$ cat src/rtl/ula_op_controller.sv
// ula_op_controller: sequencer for the 4-bit ULA datapath.
// Accepts one operation at a time, registers operands, drives the result mux
// select, launches the multi-cycle multiplier/divider, and returns the
// captured result and flags on a valid/ready response port.
// Optional feature macro: ULA_CTRL_TIMEOUT_EN enables the WAIT-state timeout
// (error response after TIMEOUT wait cycles with no done).
//
// state | meaning
// IDLE  | ready for a request, latches operands/select on acceptance
// EXEC  | single-cycle op, capture mux_out (and carry for add/sub)
// START | one-cycle start pulse to multiplier or divider
// WAIT  | wait for matching done (optionally bounded by TIMEOUT)
// RESP  | response presented, held until rsp_ready
module ula_op_controller #(
  parameter int TIMEOUT = 15
) (
  input  logic       clk,
  input  logic       rst,
  input  logic       req_valid,
  output logic       req_ready,
  input  logic [2:0] req_op,
  input  logic [3:0] req_a,
  input  logic [3:0] req_b,
  output logic [3:0] opa,
  output logic [3:0] opb,
  output logic [2:0] mux_sel,
  input  logic [3:0] mux_out,
  input  logic       carry_in,
  output logic       mul_start,
  input  logic       mul_done,
  output logic       div_start,
  input  logic       div_done,
  output logic       rsp_valid,
  input  logic       rsp_ready,
  output logic [3:0] rsp_result,
  output logic       rsp_zero,
  output logic       rsp_carry,
  output logic       rsp_err
);

  typedef enum logic [2:0] {
    IDLE  = 3'd0,
    EXEC  = 3'd1,
    START = 3'd2,
    WAIT  = 3'd3,
    RESP  = 3'd4
  } state_t;

  localparam logic [2:0] OP_ADD = 3'b000;
  localparam logic [2:0] OP_SUB = 3'b001;
  localparam logic [2:0] OP_MUL = 3'b101;
  localparam logic [2:0] OP_DIV = 3'b110;
  localparam logic [2:0] OP_INV = 3'b111;

`ifdef ULA_CTRL_TIMEOUT_EN
  localparam bit TIMEOUT_EN = 1'b1;
`else
  localparam bit TIMEOUT_EN = 1'b0;
`endif

  // The counter holds k-1 during the k-th WAIT cycle, so the last allowed
  // WAIT cycle is the one where it equals TIMEOUT-1.
  localparam logic [7:0] WAIT_LAST = 8'(TIMEOUT - 1);

  state_t     state, state_n;
  logic [2:0] op;
  logic [7:0] wait_cnt;
  logic       req_err;
  logic       done;
  logic       timeout_hit;

  // Request error decode, matching-done select and timeout condition
  always_comb begin
    req_err     = (req_op == OP_INV) || ((req_op == OP_DIV) && (req_b == 4'd0));
    done        = (op == OP_MUL) ? mul_done : div_done;
    timeout_hit = TIMEOUT_EN && (wait_cnt == WAIT_LAST);
  end

  // State register
  always_ff @(posedge clk) begin
    if (rst) state <= IDLE;
    else     state <= state_n;
  end

  // Next-state and handshake/start outputs
  always_comb begin
    state_n   = state;
    req_ready = 1'b0;
    rsp_valid = 1'b0;
    mul_start = 1'b0;
    div_start = 1'b0;
    case (state)
      IDLE: begin
        req_ready = 1'b1;
        if (req_valid) begin
          if (req_err)                                  state_n = RESP;
          else if ((req_op == OP_MUL) || (req_op == OP_DIV)) state_n = START;
          else                                          state_n = EXEC;
        end
      end
      EXEC:  state_n = RESP;
      START: begin
        mul_start = (op == OP_MUL);
        div_start = (op == OP_DIV);
        state_n   = WAIT;
      end
      WAIT: begin
        if (done || timeout_hit) state_n = RESP;
      end
      RESP: begin
        rsp_valid = 1'b1;
        if (rsp_ready) state_n = IDLE;
      end
      default: state_n = IDLE;
    endcase
  end

  // Operand/select latching, wait counter and response capture
  always_ff @(posedge clk) begin
    if (rst) begin
      op         <= 3'd0;
      opa        <= 4'd0;
      opb        <= 4'd0;
      mux_sel    <= 3'd0;
      wait_cnt   <= 8'd0;
      rsp_result <= 4'd0;
      rsp_zero   <= 1'b0;
      rsp_carry  <= 1'b0;
      rsp_err    <= 1'b0;
    end else begin
      case (state)
        IDLE: begin
          if (req_valid) begin
            op      <= req_op;
            opa     <= req_a;
            opb     <= req_b;
            mux_sel <= req_op;
            if (req_err) begin
              rsp_result <= 4'd0;
              rsp_zero   <= 1'b0;
              rsp_carry  <= 1'b0;
              rsp_err    <= 1'b1;
            end
          end
        end
        EXEC: begin
          rsp_result <= mux_out;
          rsp_zero   <= (mux_out == 4'd0);
          rsp_carry  <= ((op == OP_ADD) || (op == OP_SUB)) && carry_in;
          rsp_err    <= 1'b0;
        end
        START: wait_cnt <= 8'd0;
        WAIT: begin
          if (done) begin
            rsp_result <= mux_out;
            rsp_zero   <= (mux_out == 4'd0);
            rsp_carry  <= 1'b0;
            rsp_err    <= 1'b0;
          end else begin
            wait_cnt <= wait_cnt + 8'd1;
            if (timeout_hit) begin
              rsp_result <= 4'd0;
              rsp_zero   <= 1'b0;
              rsp_carry  <= 1'b0;
              rsp_err    <= 1'b1;
            end
          end
        end
        default: ;
      endcase
    end
  end

endmodule

$ cat config.mk
export PLATFORM = sky130hd
export DESIGN_NAME = ula_op_controller
export DESIGN_NICKNAME = d
export VERILOG_FILES = /design/src/rtl/ula_op_controller.sv
export SDC_FILE = /design/constraint.sdc
export NUM_CORES = 1
export LEC_CHECK = 0
export CORE_MARGIN = 5
export CORE_UTILIZATION = 39
export DETAILED_ROUTE_END_ITERATION = 8
export GPL_TIMING_DRIVEN = 0
export PLACE_DENSITY = 0.77
export SLEW_MARGIN = 5
export SYNTH_ARGS = -nofsm -noshare
export SYNTH_HDL_FRONTEND = slang
export SYNTH_SLANG_ARGS = --single-unit
$ cat constraint.sdc
create_clock -name clk -period 1.75 [get_ports clk]
set_input_delay 0.35 -clock clk [delete_from_list [all_inputs] [get_ports clk]]
set_output_delay 0.35 -clock clk [all_outputs]
set_load 0.01 [all_outputs]
==> qor.csv <==
metric,value,unit
Reg2Reg Depth,5,
Mapped Area,918,sq um
Starting Density,0.411,
CP Capture Type,primary output,
status,"finished, final reports clean",
GPL Wtd Cong,0.845,
slew margin rel.,0.683,
Nets,173,
CP max stage cell,clkdlybuf4s50_1,
prevailing post-synth register cell,dfxtp_1,
CP arrival,1.32,ns
# rows,17,
Post-synth top cells,"nand2_1, dfxtp_1, a21oi_1, a22o_1",
clk_lat worst skew,0.30,ns
register bit total from synthesis,21,
endpoints failing setup,0,
H-tree depth,1,
Hold Worst Slack,0.461,ns
fin crit share,0.956,
clock skew,0.00638,ns
initial antenna violation count,0,
RR Endpoint,rsp_zero$_SDFFE_PP0P_,
Worst-path clk slew,0.12,ns
Port-buffer cells,42,
Routed WL,2520,um
"Slew Viols, Final",0,
Die ar.,0.00343,sq mm
Max Root-Sink Buffers,2,
sequential share of the synthesized area,0.458,
register area,430,sq um
first-pass GRT wire length,4280,um
Final Core Density,0.654,
drt first pass iters,4,
share of cells above drive strength 1,0.167,
RSZ-0062 raised after global routing,true,
"Async S/R FF share, synth",0,
1st-iter DRT viols,12,
Core ar.,0.00223,sq mm
Crit Path Class,reg2out,
Tightest Pin Transition,0.475,ns
critical path startpoint category,flop,
"IR drop worst, VDD",0.552,mV
largest incremental delay on the critical path,0.58,ns
Synthesis Warnings,0,
Crit Path Max Fanout,6,
LEAKAGE,0.541,nW
CP Data Required Time,1.40,ns
Post-Syn Nets,123,
gr usage total,0.160,
post-route cell area,0.00146,sq mm
Worst Setup SP,op[0]$_SDFFE_PP0P_,
"area leader, netlist",dfxtp_1,
final hold violation count,0,
Clk Tree Root Cell,clkbuf_4,
pwr dens,790,mW/mm^2
Num CTS Buffers,3,
fmax,0.598,GHz
"top cells by area, synth","dfxtp_1, nand2_1, a21oi_1",
fillers,198,
crit path cell chain,clkdlybuf4s50_1,
CP top delay family,buffers and inverters,
# diodes,0,
placed inst area,0.00137,sq mm
most frequent cell after synthesis,nand2_1,
Die Wd,58.5,um
Netlist cell types,31,
Max-Cap Viols,0,
worst path buffer plus inverter count,1,
via count,916,
critical path depth,1,
HP Class,reg2reg,
gr ovfl total,0,
cell count after synthesis,101,
Worst Setup EP,mux_sel[0],
Syn Area/Cell,9.09,sq um
fin crit period,1.67,ns
Die Y,58.5,um
Ports,44,
vias in the first global route,1001,
Setup Total Neg Slack,0,ns
Area Overhead vs Synth,59.1,%
via/cell ratio,5.15,
hpwl dp,1960,um
TritonCTS Sinks,21,
Reg2Reg Launch Point,state[2]$_SDFFE_PP0P_,
hold buffer count at CTS,0,
post-route antenna net violation count,0,
area occupied by multi-input gates,512,sq um
CTS tree,done,
number of remaining DRC errors,0,
wire per inst,14.2,um
post-synth top area share,0.458,
number of flops mapped to enable cells by yosys,0,
largest net degree at the start of global routing,13,
Worst R2R Setup Slack,0.11,ns
## flip-flops by register name (all words and copies together) (netlist names)
name and count:
op 3, opa 4, opb 4, rsp_carry 1, rsp_err 1, rsp_result 4
rsp_zero 1, state 3
## layout by cell type (no fill, tap or decap), drive strengths merged, types with 3 or more instances in the layout
cell           netlist  final
clkdlybuf4s50        0     38
nand2               24     24
dfxtp               21     21
a21oi               12     12
clkbuf               4      7
buf                  1      6
a22o                 5      5
nor2                 4      4
nor4                 3      3
## how the worst min path moves through the flow
stage / to / from / depth (start not counted) / slack (ns)
2_1_floorplan: opa[0]$_SDFFE_PP0P_ / opa[0]$_SDFFE_PP0P_ / 2 / 0.48
3_3_place_gp: rsp_carry$_SDFFE_PP0P_ / rsp_carry$_SDFFE_PP0P_ / 1 / 0.43
3_5_place_dp: rsp_carry$_SDFFE_PP0P_ / rsp_carry$_SDFFE_PP0P_ / 1 / 0.44
4_1_cts: opb[2]$_SDFFE_PP0P_ / opb[2]$_SDFFE_PP0P_ / 2 / 0.47
5_1_grt: opb[3]$_SDFFE_PP0P_ / opb[3]$_SDFFE_PP0P_ / 2 / 0.49
6_report: opb[2]$_SDFFE_PP0P_ / opb[2]$_SDFFE_PP0P_ / 2 / 0.46
## through the flow
| step | setup WS [ns] | std cells | total power, mW |
|---|---|---|---|
| global route | -0.00556 | 178 | 1.23 |
| floorplan | 0.221 | 101 | 0.733 |
| global placement | -0.269 | 171 | 0.895 |
| detailed placement | -0.276 | 171 | 0.904 |
| CTS | -0.00920 | 174 | 1.14 |
| finish | 0.0768 | 178 | 1.15 |
## logic make-up after synthesis
group | after synthesis | share of synthesized area
buffers and inverters | 6 | 0.0245
AO/OA/AOI/OAI | 28 | 0.252
flip-flops | 21 | 0.458
AND/OR/NAND/NOR | 46 | 0.266
## final cells by class
| type | instances | area share |
|---|---|---|
| Multi-Input combinational cell | 74 | 0.350 |
| Inverter | 1 | 0.00257 |
| Tap cell | 28 | 0.0240 |
| Clock inverter | 1 | 0.00342 |
| Timing Repair Buffer | 46 | 0.300 |
| Buffer | 4 | 0.0103 |
| Sequential cell | 21 | 0.295 |
| Clock buffer | 3 | 0.0154 |
## metal layers
| layer | global-route usage | wire length, um |
|---|---|---|
| met3 | 0.0592 | 238 |
| met1 | 0.170 | 1000 |
| met5 | 0 | 0 |
| met2 | 0.282 | 1230 |
| met4 | 0.0695 | 52 |
## report_power, final
part	total (mW)	internal, mW	switching (mW)
clock network	0.232	0.0851	0.147
logic	0.358	0.197	0.161
registers	0.564	0.523	0.0408
total	1.15	0.805	0.349
## what timing repair did
| action | CTS | global route |
|---|---|---|
| endpoints found under the setup margin | 4 | 8 |
| resized for setup | 17 | 9 |
| pin swaps | 1 | 1 |
| setup buffers | 0 | 4 |
(Power assumes the default switching activity.)
